File: config.mk
export PLATFORM = sky130hd
export DESIGN_NAME = fft2video_uhd_4ppc_flat
export DESIGN_NICKNAME = d
export VERILOG_FILES = /design/src/rtl/fft2video_uhd_4ppc_if.sv /design/src/rtl/fft2video_uhd_4ppc.sv /design/src/flat_wrapper.sv
export SDC_FILE = /design/constraint.sdc
export NUM_CORES = 1
export LEC_CHECK = 0
export BUFFER_PORTS_ARGS = -buffer_cell sky130_fd_sc_hd__buf_4
export CORE_AREA = 3 3 329 201
export CTS_BUF_LIST = sky130_fd_sc_hd__clkbuf_2
export CTS_CLUSTER_DIAMETER = 60
export CTS_CLUSTER_SIZE = 12
export DETAILED_ROUTE_END_ITERATION = 16
export DIE_AREA = 0 0 332 204
export PLACE_DENSITY = 0.76
export SYNTH_ARGS = -nofsm -noshare
export SYNTH_HDL_FRONTEND = slang
export SYNTH_SLANG_ARGS = --single-unit
export TNS_END_PERCENT = 100
File: constraint.sdc
create_clock -name s_axis_video_aclk -period 5.16 [get_ports s_axis_video_aclk]
set_input_delay 0.516 -clock s_axis_video_aclk [delete_from_list [all_inputs] [get_ports s_axis_video_aclk]]
set_output_delay 0.516 -clock s_axis_video_aclk [all_outputs]
set_load 0.05 [all_outputs]
File: src/rtl/fft2video_uhd_4ppc_if.sv
// fft2video_uhd_4ppc_if: complex FFT sample stream in, multi-pixel gray video stream out.
// The slave modport is the converter side; the master modport is the source/sink side.
interface fft2video_uhd_4ppc_if #(
    parameter int unsigned NPPC       = 4,
    parameter int unsigned DATA_WIDTH = 8,
    parameter int unsigned FFT_WIDTH  = 32
);
    logic [FFT_WIDTH-1:0]       IN_treal;
    logic [FFT_WIDTH-1:0]       IN_timag;
    logic                       IN_tlast;
    logic                       IN_tvalid;
    logic [NPPC*DATA_WIDTH-1:0] VIDEO_OUT_tdata;
    logic                       VIDEO_OUT_tvalid;
    logic                       VIDEO_OUT_tready;
    logic                       VIDEO_OUT_tuser;
    logic                       VIDEO_OUT_tlast;

    modport master (
        output IN_treal, IN_timag, IN_tlast, IN_tvalid, VIDEO_OUT_tready,
        input  VIDEO_OUT_tdata, VIDEO_OUT_tvalid, VIDEO_OUT_tuser, VIDEO_OUT_tlast
    );

    modport slave (
        input  IN_treal, IN_timag, IN_tlast, IN_tvalid, VIDEO_OUT_tready,
        output VIDEO_OUT_tdata, VIDEO_OUT_tvalid, VIDEO_OUT_tuser, VIDEO_OUT_tlast
    );
endinterface

File: src/rtl/fft2video_uhd_4ppc.sv
// fft2video_uhd_4ppc: turns a 1-sample/clock complex FFT stream into a 4-pixel/clock gray
// AXI4-Stream video stream. Pixel = saturate((|re| + |im|) >> SHIFT).
// Optional: define FFT2VIDEO_FRAME_CNT_EN to add the frame_count output.
module fft2video_uhd_4ppc #(
    parameter int unsigned NPPC       = 4,
    parameter int unsigned DATA_WIDTH = 8,
    parameter int unsigned FFT_WIDTH  = 32,
    parameter int unsigned FFT_LENGTH = 64,
    parameter int unsigned HEIGHT     = 720,
    parameter int unsigned SHIFT      = 8,
    parameter int unsigned FIFO_DEPTH = 16
) (
    input  logic                 s_axis_video_aclk,
    input  logic                 s_axis_video_aresetn,
    fft2video_uhd_4ppc_if.slave  bus,
    output logic                 overflow,
    output logic                 len_err
`ifdef FFT2VIDEO_FRAME_CNT_EN
    ,
    output logic [15:0]          frame_count
`endif
);
    localparam int unsigned WordW = NPPC * DATA_WIDTH;
    localparam int unsigned AbsW  = FFT_WIDTH - 1;
    localparam int unsigned SumW  = FFT_WIDTH + 1;
    localparam int unsigned LaneW = (NPPC > 1) ? $clog2(NPPC) : 1;
    localparam int unsigned SampW = (FFT_LENGTH > 1) ? $clog2(FFT_LENGTH) : 1;
    localparam int unsigned LineW = (HEIGHT > 1) ? $clog2(HEIGHT) : 1;
    localparam int unsigned AddrW = (FIFO_DEPTH > 1) ? $clog2(FIFO_DEPTH) : 1;
    localparam int unsigned CntW  = AddrW + 1;
    localparam int unsigned EntW  = WordW + 2;

    localparam logic [LaneW-1:0] LaneLast = LaneW'(NPPC - 1);
    localparam logic [SampW-1:0] SampLast = SampW'(FFT_LENGTH - 1);
    localparam logic [LineW-1:0] LineLast = LineW'(HEIGHT - 1);
    localparam logic [CntW-1:0]  MemFull  = CntW'(FIFO_DEPTH - 1);
    localparam logic [SumW-1:0]  PixMax   = SumW'((2 ** DATA_WIDTH) - 1);

    // Magnitude of a two's complement value; the most negative value clips to the max positive.
    function automatic logic [AbsW-1:0] sat_abs(input logic [FFT_WIDTH-1:0] x);
        logic [FFT_WIDTH-1:0] neg;
        neg = -x;
        if (!x[FFT_WIDTH-1]) begin
            return x[AbsW-1:0];
        end else if (x[AbsW-1:0] == '0) begin
            return '1;
        end else begin
            return neg[AbsW-1:0];
        end
    endfunction

    logic                  v1_q, last1_q;
    logic [AbsW-1:0]       abs_re_q, abs_im_q;
    logic                  v2_q, last2_q;
    logic [DATA_WIDTH-1:0] pix2_q;
    logic [SumW-1:0]       sum, shifted;
    logic [DATA_WIDTH-1:0] pix;

    logic [LaneW-1:0]      lane_q;
    logic [SampW-1:0]      sample_q;
    logic [LineW-1:0]      line_q;
    logic [WordW-1:0]      buf_q, cur_word;
    logic                  line_end, word_done, first_word;
    logic [WordW-1:0]      word_q;
    logic                  word_vld_q, word_last_q, word_sof_q;

    logic [EntW-1:0]       mem [FIFO_DEPTH];
    logic [AddrW-1:0]      wr_ptr_q, rd_ptr_q;
    logic [CntW-1:0]       mem_cnt_q;
    logic                  out_valid_q, out_user_q, out_last_q;
    logic [WordW-1:0]      out_data_q;
    logic                  pop, full, push_ok, load, mem_rd, mem_wr, bypass, drop;
    logic [EntW-1:0]       push_ent;

    // Stage 1: register component magnitudes.
    always_ff @(posedge s_axis_video_aclk) begin
        if (!s_axis_video_aresetn) begin
            v1_q     <= 1'b0;
            last1_q  <= 1'b0;
            abs_re_q <= '0;
            abs_im_q <= '0;
        end else begin
            v1_q <= bus.IN_tvalid;
            if (bus.IN_tvalid) begin
                abs_re_q <= sat_abs(bus.IN_treal);
                abs_im_q <= sat_abs(bus.IN_timag);
                last1_q  <= bus.IN_tlast;
            end
        end
    end

    // Stage 2 datapath: sum, shift, saturate to pixel range.
    always_comb begin
        sum     = {2'b00, abs_re_q} + {2'b00, abs_im_q};
        shifted = sum >> SHIFT;
        pix     = (shifted > PixMax) ? '1 : shifted[DATA_WIDTH-1:0];
    end

    // Stage 2: register the pixel.
    always_ff @(posedge s_axis_video_aclk) begin
        if (!s_axis_video_aresetn) begin
            v2_q    <= 1'b0;
            last2_q <= 1'b0;
            pix2_q  <= '0;
        end else begin
            v2_q <= v1_q;
            if (v1_q) begin
                pix2_q  <= pix;
                last2_q <= last1_q;
            end
        end
    end

    // Pack decode: insert the pixel into its lane and decide word/line completion.
    always_comb begin
        cur_word = buf_q;
        cur_word[lane_q*DATA_WIDTH +: DATA_WIDTH] = pix2_q;
        line_end   = last2_q || (sample_q == SampLast);
        word_done  = line_end || (lane_q == LaneLast);
        // Sample index equals lane index only within the first word of a line.
        first_word = (sample_q == SampW'(lane_q));
    end

    // Pack: lane/sample/line counters and the completed-word register.
    always_ff @(posedge s_axis_video_aclk) begin
        if (!s_axis_video_aresetn) begin
            lane_q      <= '0;
            sample_q    <= '0;
            line_q      <= '0;
            buf_q       <= '0;
            word_q      <= '0;
            word_vld_q  <= 1'b0;
            word_last_q <= 1'b0;
            word_sof_q  <= 1'b0;
            len_err     <= 1'b0;
        end else begin
            word_vld_q <= v2_q && word_done;
            if (v2_q) begin
                if (word_done) begin
                    word_q      <= cur_word;
                    word_last_q <= line_end;
                    word_sof_q  <= (line_q == '0) && first_word;
                    buf_q       <= '0;
                    lane_q      <= '0;
                end else begin
                    buf_q  <= cur_word;
                    lane_q <= lane_q + 1'b1;
                end
                if (line_end) begin
                    sample_q <= '0;
                    line_q   <= (line_q == LineLast) ? '0 : line_q + 1'b1;
                    if (last2_q != (sample_q == SampLast)) begin
                        len_err <= 1'b1;
                    end
                end else begin
                    sample_q <= sample_q + 1'b1;
                end
            end
        end
    end

    // FIFO control: the output register is the head, so total capacity is FIFO_DEPTH words.
    always_comb begin
        pop      = out_valid_q && bus.VIDEO_OUT_tready;
        full     = out_valid_q && (mem_cnt_q == MemFull);
        push_ok  = word_vld_q && (!full || pop);
        load     = !out_valid_q || pop;
        mem_rd   = load && (mem_cnt_q != '0);
        bypass   = load && (mem_cnt_q == '0) && push_ok;
        mem_wr   = push_ok && !bypass;
        drop     = word_vld_q && !push_ok;
        push_ent = {word_sof_q, word_last_q, word_q};
    end

    // FIFO storage; contents are don't-care while not counted.
    always_ff @(posedge s_axis_video_aclk) begin
        if (mem_wr) begin
            mem[wr_ptr_q] <= push_ent;
        end
    end

    // FIFO pointers, output register and overflow flag.
    always_ff @(posedge s_axis_video_aclk) begin
        if (!s_axis_video_aresetn) begin
            wr_ptr_q    <= '0;
            rd_ptr_q    <= '0;
            mem_cnt_q   <= '0;
            out_valid_q <= 1'b0;
            out_user_q  <= 1'b0;
            out_last_q  <= 1'b0;
            out_data_q  <= '0;
            overflow    <= 1'b0;
        end else begin
            if (mem_wr) begin
                wr_ptr_q <= wr_ptr_q + 1'b1;
            end
            if (mem_rd) begin
                rd_ptr_q <= rd_ptr_q + 1'b1;
            end
            mem_cnt_q <= mem_cnt_q + CntW'(mem_wr) - CntW'(mem_rd);
            if (mem_rd) begin
                out_valid_q                          <= 1'b1;
                {out_user_q, out_last_q, out_data_q} <= mem[rd_ptr_q];
            end else if (bypass) begin
                out_valid_q                          <= 1'b1;
                {out_user_q, out_last_q, out_data_q} <= push_ent;
            end else if (load) begin
                out_valid_q <= 1'b0;
            end
            if (drop) begin
                overflow <= 1'b1;
            end
        end
    end

    assign bus.VIDEO_OUT_tvalid = out_valid_q;
    assign bus.VIDEO_OUT_tdata  = out_data_q;
    assign bus.VIDEO_OUT_tuser  = out_user_q;
    assign bus.VIDEO_OUT_tlast  = out_last_q;

`ifdef FFT2VIDEO_FRAME_CNT_EN
    // Count transferred start-of-frame beats.
    always_ff @(posedge s_axis_video_aclk) begin
        if (!s_axis_video_aresetn) begin
            frame_count <= '0;
        end else if (pop && out_user_q) begin
            frame_count <= frame_count + 16'd1;
        end
    end
`endif
endmodule

File: src/flat_wrapper.sv
// flat-port wrapper written by rule: the top's interface ports become plain ports
module fft2video_uhd_4ppc_flat 
#(
    parameter int unsigned NPPC       = 4,
    parameter int unsigned DATA_WIDTH = 8,
    parameter int unsigned FFT_WIDTH  = 32,
    parameter int unsigned FFT_LENGTH = 64,
    parameter int unsigned HEIGHT     = 720,
    parameter int unsigned SHIFT      = 8,
    parameter int unsigned FIFO_DEPTH = 16
)
  (s_axis_video_aclk, s_axis_video_aresetn, overflow, len_err, bus_IN_treal, bus_IN_timag, bus_IN_tlast, bus_IN_tvalid, bus_VIDEO_OUT_tready, bus_VIDEO_OUT_tdata, bus_VIDEO_OUT_tvalid, bus_VIDEO_OUT_tuser, bus_VIDEO_OUT_tlast);
  fft2video_uhd_4ppc_if #(.NPPC(NPPC), .DATA_WIDTH(DATA_WIDTH), .FFT_WIDTH(FFT_WIDTH)) bus_i ();
  input  logic s_axis_video_aclk;
  input  logic s_axis_video_aresetn;
  output logic overflow;
  output logic len_err;
  input wire logic [$bits(bus_i.IN_treal)-1:0] bus_IN_treal;
  input wire logic [$bits(bus_i.IN_timag)-1:0] bus_IN_timag;
  input wire logic [$bits(bus_i.IN_tlast)-1:0] bus_IN_tlast;
  input wire logic [$bits(bus_i.IN_tvalid)-1:0] bus_IN_tvalid;
  input wire logic [$bits(bus_i.VIDEO_OUT_tready)-1:0] bus_VIDEO_OUT_tready;
  output wire logic [$bits(bus_i.VIDEO_OUT_tdata)-1:0] bus_VIDEO_OUT_tdata;
  output wire logic [$bits(bus_i.VIDEO_OUT_tvalid)-1:0] bus_VIDEO_OUT_tvalid;
  output wire logic [$bits(bus_i.VIDEO_OUT_tuser)-1:0] bus_VIDEO_OUT_tuser;
  output wire logic [$bits(bus_i.VIDEO_OUT_tlast)-1:0] bus_VIDEO_OUT_tlast;
  assign bus_i.IN_treal = bus_IN_treal;
  assign bus_i.IN_timag = bus_IN_timag;
  assign bus_i.IN_tlast = bus_IN_tlast;
  assign bus_i.IN_tvalid = bus_IN_tvalid;
  assign bus_i.VIDEO_OUT_tready = bus_VIDEO_OUT_tready;
  assign bus_VIDEO_OUT_tdata = bus_i.VIDEO_OUT_tdata;
  assign bus_VIDEO_OUT_tvalid = bus_i.VIDEO_OUT_tvalid;
  assign bus_VIDEO_OUT_tuser = bus_i.VIDEO_OUT_tuser;
  assign bus_VIDEO_OUT_tlast = bus_i.VIDEO_OUT_tlast;
  fft2video_uhd_4ppc #(.NPPC(NPPC), .DATA_WIDTH(DATA_WIDTH), .FFT_WIDTH(FFT_WIDTH), .FFT_LENGTH(FFT_LENGTH), .HEIGHT(HEIGHT), .SHIFT(SHIFT), .FIFO_DEPTH(FIFO_DEPTH)) u_core (.s_axis_video_aclk(s_axis_video_aclk), .s_axis_video_aresetn(s_axis_video_aresetn), .bus(bus_i), .overflow(overflow), .len_err(len_err));
endmodule
==> impl_metrics.env <==
export IMPL_status="completed"
export IMPL_synth_cells=2137
export IMPL_period_minus_slack_ps=4610
export IMPL_track_usage=0.231
export IMPL_vias_per_cell=6.12
export IMPL_wl_per_cell_um=23.7
export IMPL_via_count=20300
export IMPL_seq_area_frac_synth=0.650
export IMPL_dieArea_um2=67700
export IMPL_synth_async_reset_ratio=0
export IMPL_hp_class="in2reg"
export IMPL_drive_gt1_frac=0.198
export IMPL_vdd_drop_max_mv=0.520
export IMPL_fmax_mhz=217
export IMPL_tns_ps=0
export IMPL_root_buffer="clkbuf_2"
export IMPL_hpwlAfterDp_um=46200
export IMPL_syn_area_per_cell_um2=14.8
export IMPL_final_period_utilization=0.893
export IMPL_fill_cells=4771
export IMPL_synth_edff_count=544
export IMPL_cts_tree="yes"
export IMPL_p_per_area_nw_per_um2=370
export IMPL_clk_latency_ps=1130
export IMPL_synthMuxAreaShare=0.124
export IMPL_synth_xor_area_frac=0.0263
export IMPL_pin_count=106
export IMPL_crit_path_max_fanout=5
export IMPL_ys_types=68
export IMPL_path_class="in2reg"
export IMPL_cts_num_sinks=757
export IMPL_place_gp_congestion=0.875
export IMPL_initial_core_util=0.504
export IMPL_synth_compound_area_frac=0.0915
export IMPL_ys_top_cells_by_count="edfxtp_1 (544), dfxtp_1 (213), o21ai_0 (177), mux4_2 (170), a21oi_1 (137)"
export IMPL_row_count=71
export IMPL_core_area_um2=62900
export IMPL_switching_share=0.317
export IMPL_synth_simple_area_share=0.0619
export IMPL_seqPwrFrac=0.525
export IMPL_synth_top_family_by_area="multiplexers"
export IMPL_ys_warn_count=0
export IMPL_tightest_slew_ps=1290
export IMPL_grt_overflow=0
export IMPL_skew_ps=133
export IMPL_synth_main_ff_cell="edfxtp_1"
export IMPL_nNetsFinal=2537
export IMPL_rsz0062_at_grt="no"
export IMPL_dp_cells=2989
export IMPL_area_growth_pct=14.1
export IMPL_drtPass1Iterations=5
export IMPL_grt_util_met2=0.345
export IMPL_ant_nets=0
export IMPL_crit_arrival_ps=5670
export IMPL_power_switching_mw=4.23
export IMPL_path_clk_slew_ps=220
export IMPL_synth_top_area_share=0.516
export IMPL_fin_cells=3311
export IMPL_ys_top_cells_by_area="edfxtp_1 (52%), dfxtp_1 (13%), mux4_2 (12%)"
export IMPL_relSlewSlack=0.141
export IMPL_die_w_um=332
export IMPL_yosysTopAreaCell="edfxtp_1"
export IMPL_p_comb_frac=0.274
export IMPL_grt_pass1_vias=19900
export IMPL_met3_usage=0.0530
export IMPL_clkPwrFrac=0.201
export IMPL_p_leak_nw=12.1
export IMPL_grt_pass1_wl_um=120000
export IMPL_synth_area_um2=31700
export IMPL_required_ps=6230
export IMPL_synth_most_common_cell="edfxtp_1"
export IMPL_hold_violations=0
export IMPL_portBuffers=105
export IMPL_setup_viol=0
export IMPL_final_util=0.575
export IMPL_top_usage_layer="met1"
export IMPL_first_iter_violations=2738
export IMPL_drc_errors=0
export IMPL_cp_end_kind="flip-flop"
export IMPL_cap_violations=0
export IMPL_globalRouteMet1Util=0.348
export IMPL_cts_buffers=74
export IMPL_syn_num_nets=2261
export IMPL_h_tree_depth=3
export IMPL_routed_wirelength_um=78500
export IMPL_power_internal_mw=9.14
export IMPL_antenna_found_initial=2
export IMPL_ctsLongestPathBuffers=3
export IMPL_drv_slew=0
export IMPL_cp_start_kind="input pin"
export IMPL_fp_dieH_um=204
export IMPL_post_cts_buffers=0
export IMPL_holdWs_ps=433
export IMPL_ys_ff_latch=757
export IMPL_grt_start_max_net_pins=101
export IMPL_yosys_area_share_adder=0.0220
==> critical path: stages <==
cell and delay, ps:
dlygate4sd3_1 560, buf_4 170, nor4_1 450, nand3b_1 320
or3b_1 500, nand2b_1 200, or2_1 300, or4_1 510
nand3_1 100, dlygate4sd3_1 550, o211ai_1 120, dlygate4sd3_1 640
a21oi_1 150, dlygate4sd3_1 570
==> sequential cells by signal, summed over array words and instances, names as in the netlist, 4 cells and up, named ones only <==
name	flops
u_core.mem	544
u_core.buf_q	32
u_core.bus.VIDEO_OUT_tdata	32
u_core.word_q	32
u_core.abs_im_q	31
u_core.abs_re_q	31
u_core.line_q	10
u_core.pix2_q	8
u_core.sample_q	6
u_core.mem_cnt_q	5
u_core.rd_ptr_q	4
u_core.wr_ptr_q	4
==> power groups by stage <==
stage	logic, mW	registers (mW)	clock network [mW]
after floorplan	2.19	7.34	0
after global placement	3.42	7.14	0
after detailed placement	3.48	7.15	0
after CTS	3.65	7.02	2.74
after global routing	3.90	7.06	2.98
final	3.66	7.02	2.69
==> cells in the final DEF, fill, tap and decap left out, types with 23 or more instances in the layout <==
cell type and n:
inv_1 58, o22ai_1 33, a211oi_1 34, nand2_1 67
nor2_1 90, a21oi_1 136, buf_4 142, and2_1 38
o21ai_0 177, dlygate4sd3_1 187, a2bb2oi_1 32, xor2_1 72
dfxtp_1 208, xnor2_1 23, mux4_2 170, clkbuf_2 122
nand3b_1 36, ha_1 54, edfxtp_1 544
==> logic make-up after synthesis <==
| group | Yosys count |
|---|---|
| muxes | 181 |
| AOI/OAI and AO/OA | 487 |
| buffers and inverters | 193 |
| DFF | 757 |
| xor gates and xnor gates | 95 |
| and+or+nand+nor | 369 |
| adders and majority gates | 55 |
==> final timing paths <==
kind                                                       from                                     endpoint  slack, ps  depth (start not counted)
worst max register to register  u_core.abs_im_q[8]$_SDFFE_PN0P_                u_core.pix2_q[3]$_SDFFE_PN0P_       1280                         10
worst min register to register      u_core.last1_q$_SDFFE_PN0P_                  u_core.last2_q$_SDFFE_PN0P_        540                          2
worst min-delay path                       s_axis_video_aresetn  u_core.bus.VIDEO_OUT_tdata[18]$_SDFFE_PN0P_        430                          4
worst max-delay path                            bus_IN_timag[2]             u_core.abs_im_q[30]$_SDFFE_PN0P_        550                         14
==> stage by stage <==
step	area [um^2]	worst slack, ps	power [mW]
final	36100	554	13.4
after global routing	36100	494	14.0
after CTS	36100	878	13.4
after detailed placement	33500	1330	10.6
after global placement	33500	1390	10.6
after floorplan	31700	589	9.53
==> metal layers <==
layer / wire length [um] / share of wire
met2: 34800 / 0.44
met5: 0 / 0
met3: 8530 / 0.11
met4: 1490 / 0.019
met1: 33700 / 0.43
==> layout make-up <==
type	count	area (um^2)	share of cell area
tap	839	1050	0.0290
sequential	757	20600	0.570
multi-input combinational	1187	10500	0.289
clock buffer	122	611	0.0169
antenna	2	5.00	0.000138
timing repair buffer	334	3040	0.0841
inverter	59	221	0.00613
clock inverter	11	149	0.00412
==> repair_timing <==
item,CTS,global route
hold buffers,187,0
gates resized for setup,0,0
hold endpoints to repair,105,0
Power figures use the tool's default switching activity.
